## src/rtl/debouncer_multi_pkg.sv

```systemverilog
// Shared types and helpers for the multi-channel button conditioner.
// Hold FSM encodings and a constant-width helper.
package debouncer_multi_pkg;

  typedef enum logic [1:0] {
    STATE_IDLE   = 2'd0,
    STATE_HOLD   = 2'd1,
    STATE_LONG   = 2'd2,
    STATE_REPEAT = 2'd3
  } hold_st_e;

  // Bits needed to hold 0..v-1, never less than one.
  function automatic int unsigned clog2(input longint unsigned v);
    int unsigned r;
    r = 1;
    while ((64'd1 << r) < v) r++;
    return r;
  endfunction

  function automatic longint unsigned max2(
    input longint unsigned a,
    input longint unsigned b
  );
    return (a > b) ? a : b;
  endfunction

endpackage

```

## src/rtl/debouncer_multi_channel.sv

```systemverilog
// One button channel: 2-FF sync, debounce, and press/hold event FSM.
// All event outputs are registered single-cycle pulses.
module debouncer_multi_channel
  import debouncer_multi_pkg::*;
#(
  parameter int unsigned DEBOUNCE_CYCLES = 65536,
  parameter int unsigned HOLD_CYCLES     = 4194304,
  parameter int unsigned REPEAT_CYCLES   = 1048576,
  parameter bit          ACTIVE_LOW      = 1'b0
) (
  input  logic clk,
  input  logic rst_n,
  input  logic btn_raw_i,
  output logic level_o,
  output logic press_o,
  output logic release_o,
  output logic long_o,
  output logic repeat_o
);

  localparam int unsigned DW = clog2(DEBOUNCE_CYCLES);
  localparam int unsigned HW = clog2(max2(HOLD_CYCLES, REPEAT_CYCLES));
  localparam logic [DW-1:0] DB_LAST = DW'(DEBOUNCE_CYCLES - 1);
  localparam logic [HW-1:0] HOLD_LAST = HW'(HOLD_CYCLES - 1);
  localparam logic [HW-1:0] REP_LAST =
    (REPEAT_CYCLES == 0) ? '0 : HW'(REPEAT_CYCLES - 1);
  localparam bit REP_EN = (REPEAT_CYCLES != 0);

  logic          s0_q, s1_q;
  logic          stable_q, stable_d;
  logic [DW-1:0] db_cnt_q, db_cnt_d;
  hold_st_e      st_q, st_d;
  logic [HW-1:0] hcnt_q, hcnt_d;
  logic          press_q, release_q, long_q, long_d;
  logic          rep_q, rep_d;
  logic          rise, fall;

  always_comb begin
    stable_d = stable_q;
    db_cnt_d = '0;
    if (s1_q != stable_q) begin
      if (db_cnt_q == DB_LAST) stable_d = s1_q;
      else db_cnt_d = db_cnt_q + 1'b1;
    end
  end

  assign rise = stable_d & ~stable_q;
  assign fall = ~stable_d & stable_q;

  // A debounced fall overrides any timer expiry in the same cycle.
  always_comb begin
    st_d   = st_q;
    hcnt_d = hcnt_q;
    long_d = 1'b0;
    rep_d  = 1'b0;
    if (fall) begin
      st_d   = STATE_IDLE;
      hcnt_d = '0;
    end else begin
      unique case (st_q)
        STATE_IDLE: begin
          if (rise) begin
            st_d   = STATE_HOLD;
            hcnt_d = '0;
          end
        end
        STATE_HOLD: begin
          if (hcnt_q == HOLD_LAST) begin
            st_d   = STATE_LONG;
            hcnt_d = '0;
            long_d = 1'b1;
          end else begin
            hcnt_d = hcnt_q + 1'b1;
          end
        end
        STATE_LONG: begin
          if (REP_EN) begin
            if (hcnt_q == REP_LAST) begin
              st_d   = STATE_REPEAT;
              hcnt_d = '0;
              rep_d  = 1'b1;
            end else begin
              hcnt_d = hcnt_q + 1'b1;
            end
          end
        end
        STATE_REPEAT: begin
          if (hcnt_q == REP_LAST) begin
            hcnt_d = '0;
            rep_d  = 1'b1;
          end else begin
            hcnt_d = hcnt_q + 1'b1;
          end
        end
      endcase
    end
  end

  always_ff @(posedge clk or negedge rst_n) begin
    if (!rst_n) begin
      s0_q      <= 1'b0;
      s1_q      <= 1'b0;
      stable_q  <= 1'b0;
      db_cnt_q  <= '0;
      st_q      <= STATE_IDLE;
      hcnt_q    <= '0;
      press_q   <= 1'b0;
      release_q <= 1'b0;
      long_q    <= 1'b0;
      rep_q     <= 1'b0;
    end else begin
      s0_q      <= btn_raw_i ^ ACTIVE_LOW;
      s1_q      <= s0_q;
      stable_q  <= stable_d;
      db_cnt_q  <= db_cnt_d;
      st_q      <= st_d;
      hcnt_q    <= hcnt_d;
      press_q   <= rise;
      release_q <= fall;
      long_q    <= long_d;
      rep_q     <= rep_d;
    end
  end

  assign level_o   = stable_q;
  assign press_o   = press_q;
  assign release_o = release_q;
  assign long_o    = long_q;
  assign repeat_o  = rep_q;

endmodule

```

## src/rtl/debouncer_multi.sv

```systemverilog
// N-channel button conditioner: independent debounce and
// press/release/long/repeat event detection per channel.
module debouncer_multi
  import debouncer_multi_pkg::*;
#(
  parameter int unsigned CHANNELS        = 4,
  parameter int unsigned DEBOUNCE_CYCLES = 65536,
  parameter int unsigned HOLD_CYCLES     = 4194304,
  parameter int unsigned REPEAT_CYCLES   = 1048576,
  parameter bit          ACTIVE_LOW      = 1'b0
) (
  input  logic                clk,
  input  logic                rst_n,
  input  logic [CHANNELS-1:0] btn_raw,
  output logic [CHANNELS-1:0] btn_level,
  output logic [CHANNELS-1:0] btn_press,
  output logic [CHANNELS-1:0] btn_release,
  output logic [CHANNELS-1:0] btn_long,
  output logic [CHANNELS-1:0] btn_repeat
);

  if (CHANNELS < 1) begin : g_chk_ch
    $error("CHANNELS must be >= 1");
  end
  if (DEBOUNCE_CYCLES < 2) begin : g_chk_db
    $error("DEBOUNCE_CYCLES must be >= 2");
  end
  if (HOLD_CYCLES < 1) begin : g_chk_hold
    $error("HOLD_CYCLES must be >= 1");
  end

  for (genvar g = 0; g < CHANNELS; g++) begin : g_ch
    debouncer_multi_channel #(
      .DEBOUNCE_CYCLES (DEBOUNCE_CYCLES),
      .HOLD_CYCLES     (HOLD_CYCLES),
      .REPEAT_CYCLES   (REPEAT_CYCLES),
      .ACTIVE_LOW      (ACTIVE_LOW)
    ) u_ch (
      .clk       (clk),
      .rst_n     (rst_n),
      .btn_raw_i (btn_raw[g]),
      .level_o   (btn_level[g]),
      .press_o   (btn_press[g]),
      .release_o (btn_release[g]),
      .long_o    (btn_long[g]),
      .repeat_o  (btn_repeat[g])
    );
  end

endmodule

```

## config.mk

```make
export PLATFORM = sky130hd
export DESIGN_NAME = debouncer_multi
export DESIGN_NICKNAME = d
export VERILOG_FILES = /design/src/rtl/debouncer_multi_pkg.sv /design/src/rtl/debouncer_multi_channel.sv /design/src/rtl/debouncer_multi.sv
export SDC_FILE = /design/constraint.sdc
export NUM_CORES = 1
export LEC_CHECK = 0
export CAP_MARGIN = 20
export CORE_MARGIN = 5
export CORE_UTILIZATION = 40
export CTS_BUF_LIST = sky130_fd_sc_hd__clkbuf_8
export DETAILED_ROUTE_END_ITERATION = 6
export PLACE_DENSITY_LB_ADDON = 0.1
export SYNTH_ARGS = -nofsm -noshare
export SYNTH_HDL_FRONTEND = slang
export SYNTH_SLANG_ARGS = --single-unit
export TNS_END_PERCENT = 100
```

## constraint.sdc

```tcl
create_clock -name clk -period 4.4 [get_ports clk]
set_input_delay 0.88 -clock clk [delete_from_list [all_inputs] [get_ports clk]]
set_output_delay 0.88 -clock clk [all_outputs]
set_load 0.05 [all_outputs]
```

==> flow_metrics.env <==
export IMPL_cap_violations=0
export IMPL_synthMostInstantiatedCell="dfrtp_1"
export IMPL_reg2reg_slack_ns=0.90
export IMPL_worstPathRequired_ns=4.76
export IMPL_rr_worst_depth=12
export IMPL_reg2reg_from="g_ch[1].u_ch.db_cnt_q[0]"
export IMPL_final_layout_size_suffix_gt1_frac=0.0571
export IMPL_grt_pass1_wl_mm=34.7
export IMPL_syn_nets=1083
export IMPL_syn_avg_cell_area_um2=9.40
export IMPL_hold_violations=0
export IMPL_netlist_top_cells_count="188 x dfrtp_1, 118 x nor2_1, 92 x nand2_1"
export IMPL_synth_flop_cell="dfrtp_1"
export IMPL_hp_start="g_ch[3].u_ch.s0_q"
export IMPL_fin_util=0.439
export IMPL_stdcell_area_um2=10600
export IMPL_wl_per_cell_um=14.2
export IMPL_seqCellArea_um2=4700
export IMPL_port_buffers=25
export IMPL_critical_path_arrival_ns=3.87
export IMPL_max_slew_margin=0.522
export IMPL_finalCriticalPeriod_ns=3.50
export IMPL_cts_sinks=188
export IMPL_ys_seq_area_frac=0.481
export IMPL_io_pins=26
export IMPL_route_antenna_remaining_nets=0
export IMPL_dieArea_um2=27700
export IMPL_clk_pin_slew_worst_paths_ns=0.11
export IMPL_gr_total_overflow=0
export IMPL_crit_fanout=34
export IMPL_syn_to_final_growth_pct=8.58
export IMPL_start_util=0.405
export IMPL_hold_path_depth=0
export IMPL_synthTopCellsByArea="dfrtp_1 48%, ha_1 4.6%, nor2_1 4.5%"
export IMPL_postCtsHoldBufs=0
export IMPL_synth_edf_count=0
export IMPL_htree_num_levels=4
export IMPL_grt_usage=0.146
export IMPL_yosys_warnings=0
export IMPL_rsz0062_at_grt="false"
export IMPL_routed_wirelength_mm=19.6
export IMPL_r2r_end="g_ch[1].u_ch.hcnt_q[8]"
export IMPL_fmax_mhz=286
export IMPL_status="complete, no violations"
export IMPL_vias_per_cell=5.32
export IMPL_coreArea_um2=24200
export IMPL_clock_skew_final_ns=0.0233
export IMPL_critical_path_most_common_cell="ha_1"
export IMPL_dpl_hpwl_mm=12.8
export IMPL_cts_setup_buffers=0
export IMPL_hp_class="flip-flop to flip-flop"
export IMPL_multi_input_area_um2=4660
export IMPL_period_share=0.796
export IMPL_tightest_slew_ns=0.717
export IMPL_synth_seq_cells=188
export IMPL_grt_max_degree=91
export IMPL_synth_top_area_share=0.481
export IMPL_drt_iter0_drc=402
export IMPL_drv_slew=0
export IMPL_cts_buffer_depth=2
export IMPL_synth_area_um2=9780
export IMPL_dieWidth_um=166
export IMPL_cts_root_buf="clkbuf_8"
export IMPL_die_h_um=166
export IMPL_drc=0
export IMPL_gp_routability_congestion=0.784
export IMPL_cts_repair_resized=0
export IMPL_netlist_instances=1041
export IMPL_yosysTopAreaCell="dfrtp_1"
export IMPL_setup_viol=0
export IMPL_vias=7313
export IMPL_fin_nets=1080
export IMPL_numCtsBuffers=17
export IMPL_hold_path_end="g_ch[3].u_ch.s1_q"
export IMPL_worstSetupPathType="flip-flop to flip-flop"
export IMPL_grt_pass1_vias=7181
export IMPL_synth_async_reset_ratio=1.00
export IMPL_placed_area_um2=10200
export IMPL_crit_path_end_kind="flip-flop"
export IMPL_row_count=57
export IMPL_path_cells="ha_1 -> nand3_1 -> nor2_1 -> and3_1 -> mux2i_1 -> ha_1 -> and2_1 -> nor3_1 -> o221ai_1 -> nand2_2 -> o21ai_0 -> a31oi_1"
export IMPL_ys_types=57
export IMPL_cp_start_kind="flip-flop"
export IMPL_ir_worst_vdd_uv=177
export IMPL_clk_latency_ns=0.46
export IMPL_slowest_stage="nand2_2"
export IMPL_antenna_found_initial=0
export IMPL_fillers=2383
export IMPL_p_leak_nw=4.49
export IMPL_crit_path_max_incr_delay_ns=0.51
export IMPL_power_density_nw_per_um2=281
export IMPL_antenna_cells=0
export IMPL_tns_ns=0
export IMPL_tritoncts="built"
export IMPL_first_pass_iters=6
-- layout by cell type (no fill, tap or decap), drive strengths merged, types with 3 or more instances in the layout --
cell / synthesis / routed
a21o: 6 / 6
a21oi: 48 / 48
a221o: 3 / 3
a22o: 10 / 10
a31oi: 56 / 56
a41oi: 7 / 7
and2: 15 / 15
and3: 32 / 32
and4: 21 / 21
buf: 32 / 9
clkbuf: 24 / 19
clkdlybuf4s50: 0 / 24
clkinv: 0 / 4
dfrtp: 188 / 188
ha: 36 / 36
inv: 32 / 40
mux2i: 8 / 8
nand2: 93 / 93
nand2b: 10 / 10
nand3: 68 / 68
nand4: 32 / 32
nor2: 118 / 118
nor2b: 4 / 4
nor3: 17 / 17
nor3b: 3 / 3
nor4: 8 / 8
o211ai: 6 / 6
o21ai: 54 / 54
o22ai: 3 / 3
o311ai: 4 / 4
o31ai: 3 / 3
or2: 9 / 9
or3: 10 / 10
or4: 5 / 5
xnor2: 27 / 27
xor2: 32 / 32
-- cell type report --
type | instances | area share
Sequential cell | 188 | 0.443
Multi-Input combinational cell | 765 | 0.439
Tap cell | 324 | 0.0382
Timing Repair Buffer | 34 | 0.0315
Clock buffer | 18 | 0.0233
Clock inverter | 14 | 0.0141
Inverter | 32 | 0.0113
-- stage by stage --
step / instances / worst slack, ns / power, mW / hold slack [ns]
after floorplan: 1041 / 1.16 / 1.81 / 0.331
final: 1375 / 0.897 / 2.98 / 0.359
after detailed placement: 1343 / 0.867 / 1.86 / 0.336
after CTS: 1375 / 0.870 / 3.05 / 0.362
after global routing: 1375 / 0.527 / 3.12 / 0.362
after global placement: 1343 / 0.983 / 1.86 / 0.335
-- kinds of logic after synthesis --
kind of cell    after synthesis  synth area share
compound gates              212             0.135
xor+xnor                     59            0.0528
fa+ha+maj                    36            0.0461
buf+inv                      88            0.0436
flops                       188             0.481
mux                           8           0.00819
simple gates                450             0.233
-- where the power goes --
group	internal [mW]	switching, mW
registers	1.74	0.0112
clock network	0.488	0.677
logic	0.0172	0.0503
-- worst max path at each step --
| stage | start | endpoint |
|---|---|---|
| 6_report | g_ch[1].u_ch.db_cnt_q[0] | g_ch[1].u_ch.hcnt_q[8] |
| 5_1_grt | g_ch[1].u_ch.db_cnt_q[0] | g_ch[1].u_ch.hcnt_q[14] |
| 4_1_cts | g_ch[2].u_ch.db_cnt_q[0] | g_ch[2].u_ch.hcnt_q[5] |
| 3_5_place_dp | g_ch[2].u_ch.db_cnt_q[0] | g_ch[2].u_ch.hcnt_q[14] |
| 3_3_place_gp | g_ch[2].u_ch.db_cnt_q[0] | g_ch[2].u_ch.hcnt_q[20] |
| 2_1_floorplan | g_ch[2].u_ch.db_cnt_q[0] | g_ch[2].u_ch.hcnt_q[21] |
-- per-layer routing --
metal	track usage	vias to the layer above	routed length (µm)
li1	-	3704	-
met1	0.202	3541	9810
met2	0.239	55	9180
met3	0.0248	13	390
met4	0.0377	0	193
met5	0	-	0
-- registers in the layout (all words and copies together) (netlist names) --
| register | cells |
|---|---|
| g_ch.u_ch.db_cnt_q | 64 |
| g_ch.u_ch.hcnt_q | 88 |
| g_ch.u_ch.level_o | 4 |
| g_ch.u_ch.long_o | 4 |
| g_ch.u_ch.press_o | 4 |
| g_ch.u_ch.release_o | 4 |
| g_ch.u_ch.repeat_o | 4 |
| g_ch.u_ch.s0_q | 4 |
| g_ch.u_ch.s1_q | 4 |
| g_ch.u_ch.st_q | 8 |
-- critical path, delay by kind of cell (launching register included) --
family	cells	cell delay, ns
muxes	1	0.25
AOI/OAI and AO/OA	3	0.61
DFF	1	0.44
and+or+nand+nor	6	1.57
adders and majority gates	2	0.55
(Power assumes the default switching activity.)
